File: src/rtl/spike_stream_driver.sv
// Rate-encodes a pixel buffer image into spikes for the LIF neuron controller, repeating the frame N_STEPS times.
// Optional build macro RATE_CODE_EN selects LFSR rate coding; otherwise pixels are binary-thresholded at BIN_THRESH.
module spike_stream_driver #(
  parameter int          N_PIXELS   = 784,
  parameter int          PIX_W      = 8,
  parameter int          N_STEPS    = 16,
  parameter int          ADDR_W     = 10,
  parameter int          STEP_W     = 5,
  parameter logic [15:0] LFSR_SEED  = 16'hACE1,
  parameter int          BIN_THRESH = 128,
  parameter int          TIMEOUT    = 64
) (
  input  logic              clk,
  input  logic              rst,
  input  logic              start,
  output logic              pix_rd_en,
  output logic [ADDR_W-1:0] pix_addr,
  input  logic [PIX_W-1:0]  pix_data,
  output logic              calc_en,
  output logic              spike_valid,
  output logic              spike,
  input  logic              data_valid,
  output logic              busy,
  output logic [STEP_W-1:0] step_idx,
  output logic              step_done,
  output logic              frame_done,
  output logic              timeout_err
);

  // state    | meaning
  // IDLE     | waiting for start
  // FETCH    | read strobe to the pixel buffer
  // CAPTURE  | pixel data returns; spike is encoded and registered
  // ISSUE    | one-cycle calc_en to the neuron
  // PRESENT  | spike_valid held until data_valid or timeout
  // ADVANCE  | step pixel / timestep indices
  typedef enum logic [2:0] {
    S_IDLE, S_FETCH, S_CAPTURE, S_ISSUE, S_PRESENT, S_ADVANCE
  } state_t;

  localparam int WAIT_W = $clog2(TIMEOUT + 1);
  localparam logic [PIX_W:0] THRESH = BIN_THRESH[PIX_W:0];
  // A misconfigured instance never leaves IDLE.
  localparam bit CFG_OK = (LFSR_SEED != 16'h0000) && ((2**ADDR_W) >= N_PIXELS) &&
                          ((2**STEP_W) >= N_STEPS) && (BIN_THRESH <= (2**PIX_W)) && (TIMEOUT > 0);

  state_t              state, state_nxt;
  logic [ADDR_W-1:0]   pix_idx;
  logic [STEP_W-1:0]   step_q;
  logic [WAIT_W-1:0]   wait_cnt;
  logic                last_pix, last_step, wait_max, spike_enc;

  assign last_pix  = (pix_idx == ADDR_W'(N_PIXELS - 1));
  assign last_step = (step_q == STEP_W'(N_STEPS - 1));
  assign wait_max  = (wait_cnt == WAIT_W'(TIMEOUT - 1));

`ifdef RATE_CODE_EN
  logic [15:0] lfsr, lfsr_nxt;

  // Galois form of x^16+x^14+x^13+x^11+1; never reaches zero from a non-zero seed.
  assign lfsr_nxt  = {1'b0, lfsr[15:1]} ^ (lfsr[0] ? 16'hB400 : 16'h0000);
  assign spike_enc = (lfsr_nxt[PIX_W-1:0] < pix_data);

  always_ff @(posedge clk or posedge rst) begin
    if (rst)                    lfsr <= LFSR_SEED;
    else if (state == S_CAPTURE) lfsr <= lfsr_nxt;
  end
`else
  assign spike_enc = ({1'b0, pix_data} >= THRESH);
`endif

  always_comb begin
    state_nxt = state;
    unique case (state)
      S_IDLE:    if (start && CFG_OK) state_nxt = S_FETCH;
      S_FETCH:   state_nxt = S_CAPTURE;
      S_CAPTURE: state_nxt = S_ISSUE;
      S_ISSUE:   state_nxt = S_PRESENT;
      S_PRESENT: begin
        if (data_valid)    state_nxt = S_ADVANCE;
        else if (wait_max) state_nxt = S_IDLE;
      end
      S_ADVANCE: state_nxt = (last_pix && last_step) ? S_IDLE : S_FETCH;
      default:   state_nxt = S_IDLE;
    endcase
  end

  always_ff @(posedge clk or posedge rst) begin
    if (rst) begin
      state       <= S_IDLE;
      pix_idx     <= '0;
      step_q      <= '0;
      wait_cnt    <= '0;
      spike       <= 1'b0;
      pix_rd_en   <= 1'b0;
      calc_en     <= 1'b0;
      spike_valid <= 1'b0;
      step_done   <= 1'b0;
      frame_done  <= 1'b0;
      timeout_err <= 1'b0;
    end else begin
      state       <= state_nxt;
      // Strobes are decoded from the next state so they are flop outputs aligned with the state.
      pix_rd_en   <= (state_nxt == S_FETCH);
      calc_en     <= (state_nxt == S_ISSUE);
      spike_valid <= (state_nxt == S_PRESENT);
      step_done   <= (state == S_ADVANCE) && last_pix;
      frame_done  <= (state == S_ADVANCE) && last_pix && last_step;

      if (state == S_PRESENT && state_nxt == S_PRESENT) wait_cnt <= wait_cnt + 1'b1;
      else                                              wait_cnt <= '0;

      if (state == S_IDLE && start && CFG_OK)                timeout_err <= 1'b0;
      else if (state == S_PRESENT && !data_valid && wait_max) timeout_err <= 1'b1;

      if (state == S_CAPTURE) spike <= spike_enc;

      if (state == S_ADVANCE) begin
        if (last_pix) begin
          pix_idx <= '0;
          step_q  <= last_step ? '0 : step_q + 1'b1;
        end else begin
          pix_idx <= pix_idx + 1'b1;
        end
      end
    end
  end

  assign busy     = (state != S_IDLE);
  assign pix_addr = pix_idx;
  assign step_idx = step_q;

endmodule

File: config.mk
export PLATFORM = sky130hd
export DESIGN_NAME = spike_stream_driver
export DESIGN_NICKNAME = d
export VERILOG_FILES = /design/src/rtl/spike_stream_driver.sv
export SDC_FILE = /design/constraint.sdc
export NUM_CORES = 1
export LEC_CHECK = 0
export CORE_MARGIN = 1
export CORE_UTILIZATION = 44
export DETAILED_ROUTE_END_ITERATION = 12
export MAX_ROUTING_LAYER = met4
export PLACE_DENSITY = 0.75
export SYNTH_ARGS = -nofsm -noshare
export SYNTH_HDL_FRONTEND = slang
export SYNTH_SLANG_ARGS = --single-unit
export TNS_END_PERCENT = 50
File: constraint.sdc
create_clock -name clk -period 1.87 [get_ports clk]
set_clock_uncertainty 0.05 [all_clocks]
set_input_delay 0.2805 -clock clk [delete_from_list [all_inputs] [get_ports clk]]
set_output_delay 0.2805 -clock clk [all_outputs]
set_load 0.02 [all_outputs]
==> metrics <==
Post-Synth XOR/XNOR Area under 10%; Post-synth EDFFs 0; final slew viol count 0; Worst setup EP type flop; switch share between 30% and 40%; first-pass GRT wire length around 4600 um; Mean Syn Cell Area between 10 and 15 um^2; vias in the first global route between 1000 and 1500; GP Congestion between 0.7 and 0.8; n_diodes 0; violations in the final reports setup timing; # port buffers 27; compound-cell area share of the yosys netlist 6.77%; post-place setup slack -0.112 ns; clock power share 20.6%; ys async rst share 100%; Layout area overhead 33.3%; Initial DRC Count 36; share of cells above drive strength 1 between 10% and 20%; Worst R2R Setup Slack -0.06 ns; Final period util 103%; mapped cell area approximately 1500 um^2; Max-slew headroom between 60% and 70%; Routed Antenna Nets 0; WL/cell ~12 um; Yosys cell types between 40 and 50; width of the die roughly 60 um; DRC 0; WS Path Type reg2reg; total CTS buffers 5; CTS Root Cell clkbuf_4; FILL cells between 200 and 300; die area roughly 3600 um^2; die height about 60 um; PD cells roughly 1000 nW/um^2; TritonCTS clock tree done; H-tree Lvls 2; pin count of the biggest net entering global routing 33; Data required, critical path approximately 2.1 ns; Post-Synthesis Cells roughly 140; Placed Instance Area about 1900 um^2; f_max ~0.52 GHz; initial antenna violation count 0; Psw ~0.66 mW; net count of the mapped netlist 153; worst setup margin -0.0599 ns; Leak Pwr between 0.9 and 1 nW; Final Hold Vio Count 0; max_cap viols 0; Detailed Routing Iterations Pass 1 4; area share of fa/ha/maj cells after synthesis 2.54%; Logic pwr share between 30% and 40%; mux cell area share after synthesis 0.761%; VDD IR max 0.692 mV; drt total wl roughly 2800 um; total global-route track usage 18.5%; Worst setup startpoint pix_addr[4]$_DFFE_PP0P_; total gr overflow 0; DP HPWL 1930 um; worst reg2reg path endpoint step_idx[3]$_DFFE_PP0P_; Worst setup endpoint step_idx[3]$_DFFE_PP0P_; worst r2r path cells 5; Initial Utilization around 47%; Worst-path clk slew around 0.10 ns; Hold Path Class in2async; WP data arrival between 2 and 2.5 ns; RSZ-0062 raised after global routing true; largest family of logic cells by synthesized area simple AND/OR/NAND/NOR gates; RR Startpoint pix_addr[4]$_DFFE_PP0P_; Worst-Skew Late Latency about 0.33 ns; cell-internal power about 1.3 mW; min cycle time layout 1.93 ns; buffer depth of the longest clock path 2; area of the multi-input gates 636 um^2; Yosys warnings 0; simple-gate share of the synthesized area between 20% and 30%; Startpoint Class flop; sum of negative setup slack -0.157 ns; Final nets 198; final instance area slightly below 2000 um^2; routed via count 1161; core footprint approximately 3100 um^2; clk sinks 32; Max FO, Critical Path 7; register area share after synthesis a little over half; via density per instance approximately 5.1; Rows 20; Setup violations, final 6; top_reg_cell synth dfrtp_1; status finished with violations; IO Pins 35; power share of the sequential group a little under half; register area 803 um^2; count of state elements after synthesis 32; Tightest Pin Transition between 0.4 and 0.5 ns
how the worst min path moves through the flow:
stage / start / endpoint / depth (start not counted)
2_1_floorplan: data_valid / wait_cnt[4]$_DFF_PP0_ / 1
3_3_place_gp: wait_cnt[0]$_DFF_PP0_ / wait_cnt[0]$_DFF_PP0_ / 1
3_5_place_dp: wait_cnt[0]$_DFF_PP0_ / wait_cnt[0]$_DFF_PP0_ / 1
4_1_cts: rst / pix_addr[1]$_DFFE_PP0P_ / 3
5_1_grt: rst / pix_addr[1]$_DFFE_PP0P_ / 3
6_report: rst / pix_addr[7]$_DFFE_PP0P_ / 3
logic make-up after synthesis:
logic type,after synthesis
AND/OR/NAND/NOR,66
multiplexers,1
AO/OA/AOI/OAI,16
buffers and inverters,9
adder cells (fa/ha/maj),3
XOR/XNOR,11
flip-flops,32
synth_stat cells, types with 3 or more instances:
cell type	instances	area [um^2]
inv_1	3	11.3
o21ai_0	5	25.0
xor2_1	3	26.3
nor2_1	15	56.3
dfrtp_1	32	801
ha_1	3	37.5
nand2_1	11	41.3
nand3_1	10	50.1
clkbuf_1	4	15.0
xnor2_1	7	61.3
a21oi_1	3	15.0
nand2b_1	3	18.8
and3_1	3	18.8
worst max-delay path, stage by stage (launching register included):
cell and delay (ns):
dfrtp_2 0.41, or4b_4 0.56, or4_4 0.53, clkinv_8 0.10, nand2_2 0.04, a21o_1 0.14
cell usage in the layout (no fill, tap or decap), drive strengths merged, types with 2 or more instances in the layout:
cell,count
o21ai,6
nand2,13
ha,3
a21oi,3
and4,3
clkdlybuf4s50,25
buf,16
dfrtp,32
or4,2
and3,4
xor2,3
nand3b,2
nand3,10
clkbuf,8
inv,3
a21o,2
nor2,15
nor4,2
nor3,3
nand2b,3
xnor2,8
nand4,2
o21a,2
routing by layer:
layer | up-vias | routed length (um) | GRT usage (%)
met1 | 562 | 1270 | 22.1
met4 | 0 | 21 | 11.3
met5 | - | 0 | -
met3 | 2 | 86 | 4.55
met2 | 22 | 1380 | 28.3
li1 | 575 | - | -
per-stage QoR:
| step | instances | utilization, % | power, mW | hold slack (ns) |
|---|---|---|---|---|
| 2_1_floorplan | 138 | - | 1.28 | 0.302 |
| 3_3_place_gp | 218 | 60.4 | 1.56 | 0.414 |
| 3_5_place_dp | 218 | 60.4 | 1.59 | 0.420 |
| 4_1_cts | 227 | 62.7 | 1.99 | 0.278 |
| 5_1_grt | 228 | 63.0 | 2.09 | 0.332 |
| 6_report | 228 | 63.0 | 1.98 | 0.267 |
state kept, by name, indices dropped and copies added, names as in the netlist:
name / flops
step_done: 1
step_idx: 5
state: 3
frame_done: 1
calc_en: 1
pix_addr: 10
timeout_err: 1
spike: 1
wait_cnt: 7
spike_valid: 1
pix_rd_en: 1
timing repair:
item                                    CTS  global route
pin swaps                                 3             1
buffers inserted                          1             1
cloned                                    0             0
gates resized for setup                   2             1
hold endpoints to repair                  0             0
endpoints found under the setup margin   11            12
hold buffers                              0             0
power groups by stage:
stage,clock network (mW),logic (mW),registers [mW]
floorplan,0,0.312,0.969
global placement,0,0.664,0.899
detailed placement,0,0.682,0.906
CTS,0.421,0.678,0.894
global route,0.448,0.733,0.914
finish,0.408,0.675,0.897
final cells by class:
class                   count  area share (%)
inverters                   4            1.40
multi-input cells          97            32.2
well taps                  44            2.79
repair buffers             43            19.9
flip-flops and latches     32            40.7
clock buffers               8            2.98
(Power assumes the default switching activity.)
==> patch: new RTL, same settings <==
The parameter `STEP_W` goes from 5 to 4.
--- a/src/rtl/spike_stream_driver.sv
+++ b/src/rtl/spike_stream_driver.sv
@@ -7,3 +7,3 @@
   parameter int          ADDR_W     = 10,
-  parameter int          STEP_W     = 5,
+  parameter int          STEP_W     = 4,
   parameter logic [15:0] LFSR_SEED  = 16'hACE1,
Interface: changed (resized step_idx); port bits go from 35 to 34. No check against the original RTL was run, so the function may have changed too.
==> patch against the unedited design <==
Sequential cell count fell by 1; wire length fell by 7.6%; design area fell by 7.8%; setup slack improved by 0.17 ns; global-route usage fell by 0.34 points; final cell count fell by 5.7%; clock power fell by 11%; worst hold slack improved by 0.0030 ns; count of clock-buffer cells in the layout fell by 2; power fell by 7.1%; synthesized area fell by 3.8%; critical path depth fell by 3; non-clock buffer count fell by 12; largest cell class unchanged; highest routed layer unchanged.
==> patch: results (changes against the unedited design) <==
cts_buffers: 5  # unchanged
async_flop_share_pct: 100.0  # unchanged
yosys_warnings: 0  # unchanged
dr.pass1.iters: 4  # unchanged
clockRootBuffer: "clkbuf_4"
grt_pass1_vias: 996  # -11%
path_max_fanout: 9  # +2
via_per_inst: 5.088  # about the same
synth_common_cells: "dfrtp_1 (31), nand2_1 (15), nor2_1 (12), nand3_1 (9)"
drt_wl_total_microns: 2552  # -7.6%
drive_above_1_share_pct: 12.28  # -7.3 points
diodes: 0  # unchanged
min_path_type: "primary input to async pin"
worstPathArrival_ns: 1.43  # -0.68 ns
p_leak_nw: 0.8672  # -7.6%
grtUsageTotal_pct: 18.20  # -0.34 points
ys_seq_area_share_pct: 54.53  # +0.38 points
portBuffers: 26  # -3.7%
clockBufferDepth: 2  # unchanged
ir_worst_vdd_mv: 0.3919  # -43%
synthDistinctLibCells: 33  # -20%
first_iter_violations: 26  # -28%
largest_reg_flops: 10  # unchanged
reg2reg_depth: 4  # -1
slowest_stage: "dfrtp_2"
fill_cells: 282  # +9.3%
multi_input_area_sq_um: 610.6  # -3.9%
met1_usage_pct: 23.45  # +1.3 points
status: "completed"
synthTopCellsByArea: "dfrtp_1 (55%), xnor2_1 (4.3%), nand2_1 (4.0%)"
crit_start: "state[1]"
hpwl_microns: 1843  # -4.7%
ctsHtreeMaxLevel: 2  # unchanged
place_area_sq_mm: 0.001748  # -7.5%
use_met2_pct: 26.14  # -2.1 points
grt_pass1_wl_microns: 4450  # -4.0%
gp_congestion: 0.8045  # +0.79%
clk_latency_ns: 0.32
layout.nets: 185  # -6.6%
slowest_delay_ns: 0.46  # -0.10 ns
met3_usage_pct: 6.593  # +2.0 points
relSlewSlack_pct: 75.57  # +6.3 points
grt_max_degree: 32  # -3.0%
antenna_found_initial: 0  # unchanged
timing.rr.start: "state[1]"
syn_nets: 151  # -1.3%
clk_pin_slew_worst_paths_ns: 0.09
==> patch: changes by cell type after synthesis, moves of 3 or more <==
cell	before	now
buf_2	0	4
nor3_1	2	5
clkbuf_1	4	0
nand2_1	11	15
and3_1	3	7
nor2_1	15	12
a21oi_1	3	6
==> patch: path summary, 6_finish.rpt <==
kind / end / slack (ns)
min in group clk: calc_en / 0.44
worst max-delay path: busy / 0.11
max in group asynchronous: state[0] / 1.21
worst min-delay path: wait_cnt[2] / 0.27
worst max register to register: pix_addr[9] / 0.20
worst min register to register: calc_en / 0.44
==> patch: what timing repair did <==
action | CTS | global route
pin swaps | 0 | 0
resized for setup | 1 | 6
setup endpoints to repair | 1 | 3
buffers inserted | 0 | 1
==> patch: cell families after synthesis <==
kind of cell	count (synthesis)	share of synthesized area (%)
flip-flops	31	54.53
multiplexers	2	1.583
buffers and inverters	8	2.550
AND/OR/NAND/NOR	65	24.89
AO/OA/AOI/OAI	16	7.036
adder cells (fa/ha/maj)	3	2.639
XOR/XNOR	11	6.772
==> patch: cell type report <==
| type | count | area share, % |
|---|---|---|
| multi-input combinational | 97 | 33.59 |
| clock inverter | 2 | 0.6882 |
| tap | 44 | 3.028 |
| sequential | 31 | 42.88 |
| inverter | 4 | 0.8947 |
| timing repair buffer | 31 | 16.66 |
| clock buffer | 6 | 2.271 |
==> patch: where the power goes <==
group | switching (mW) | leakage (nW) | internal [mW]
logic | 0.298 | 0.422 | 0.282
clock network | 0.220 | 0.0282 | 0.145
registers | 0.112 | 0.417 | 0.782
==> patch: per-layer routing <==
metal  share of wire [%]  routed length [microns]  up-vias
met1                  47                     1210      519
met5                   0                        0        -
li1                    -                        -      544
met2                  47                     1211       27
met4                 1.1                       29        0
met3                 4.0                      101        4
==> patch: metrics by stage <==
stage | worst slack, ns | cells | hold slack [ns]
finish | 0.1093 | 215 | 0.2698
global route | 0.02475 | 215 | 0.3288
CTS | 0.01234 | 214 | 0.2745
detailed placement | 0.1668 | 206 | 0.4336
global placement | 0.1749 | 206 | 0.4130
floorplan | 0.1652 | 136 | 0.3019
==> patch: worst max-delay path, delay by kind of cell, from the launching register on <==
family	cells	cell delay (ns)
simple gates	1	0.35
flops	1	0.46
buf+inv	1	0.29
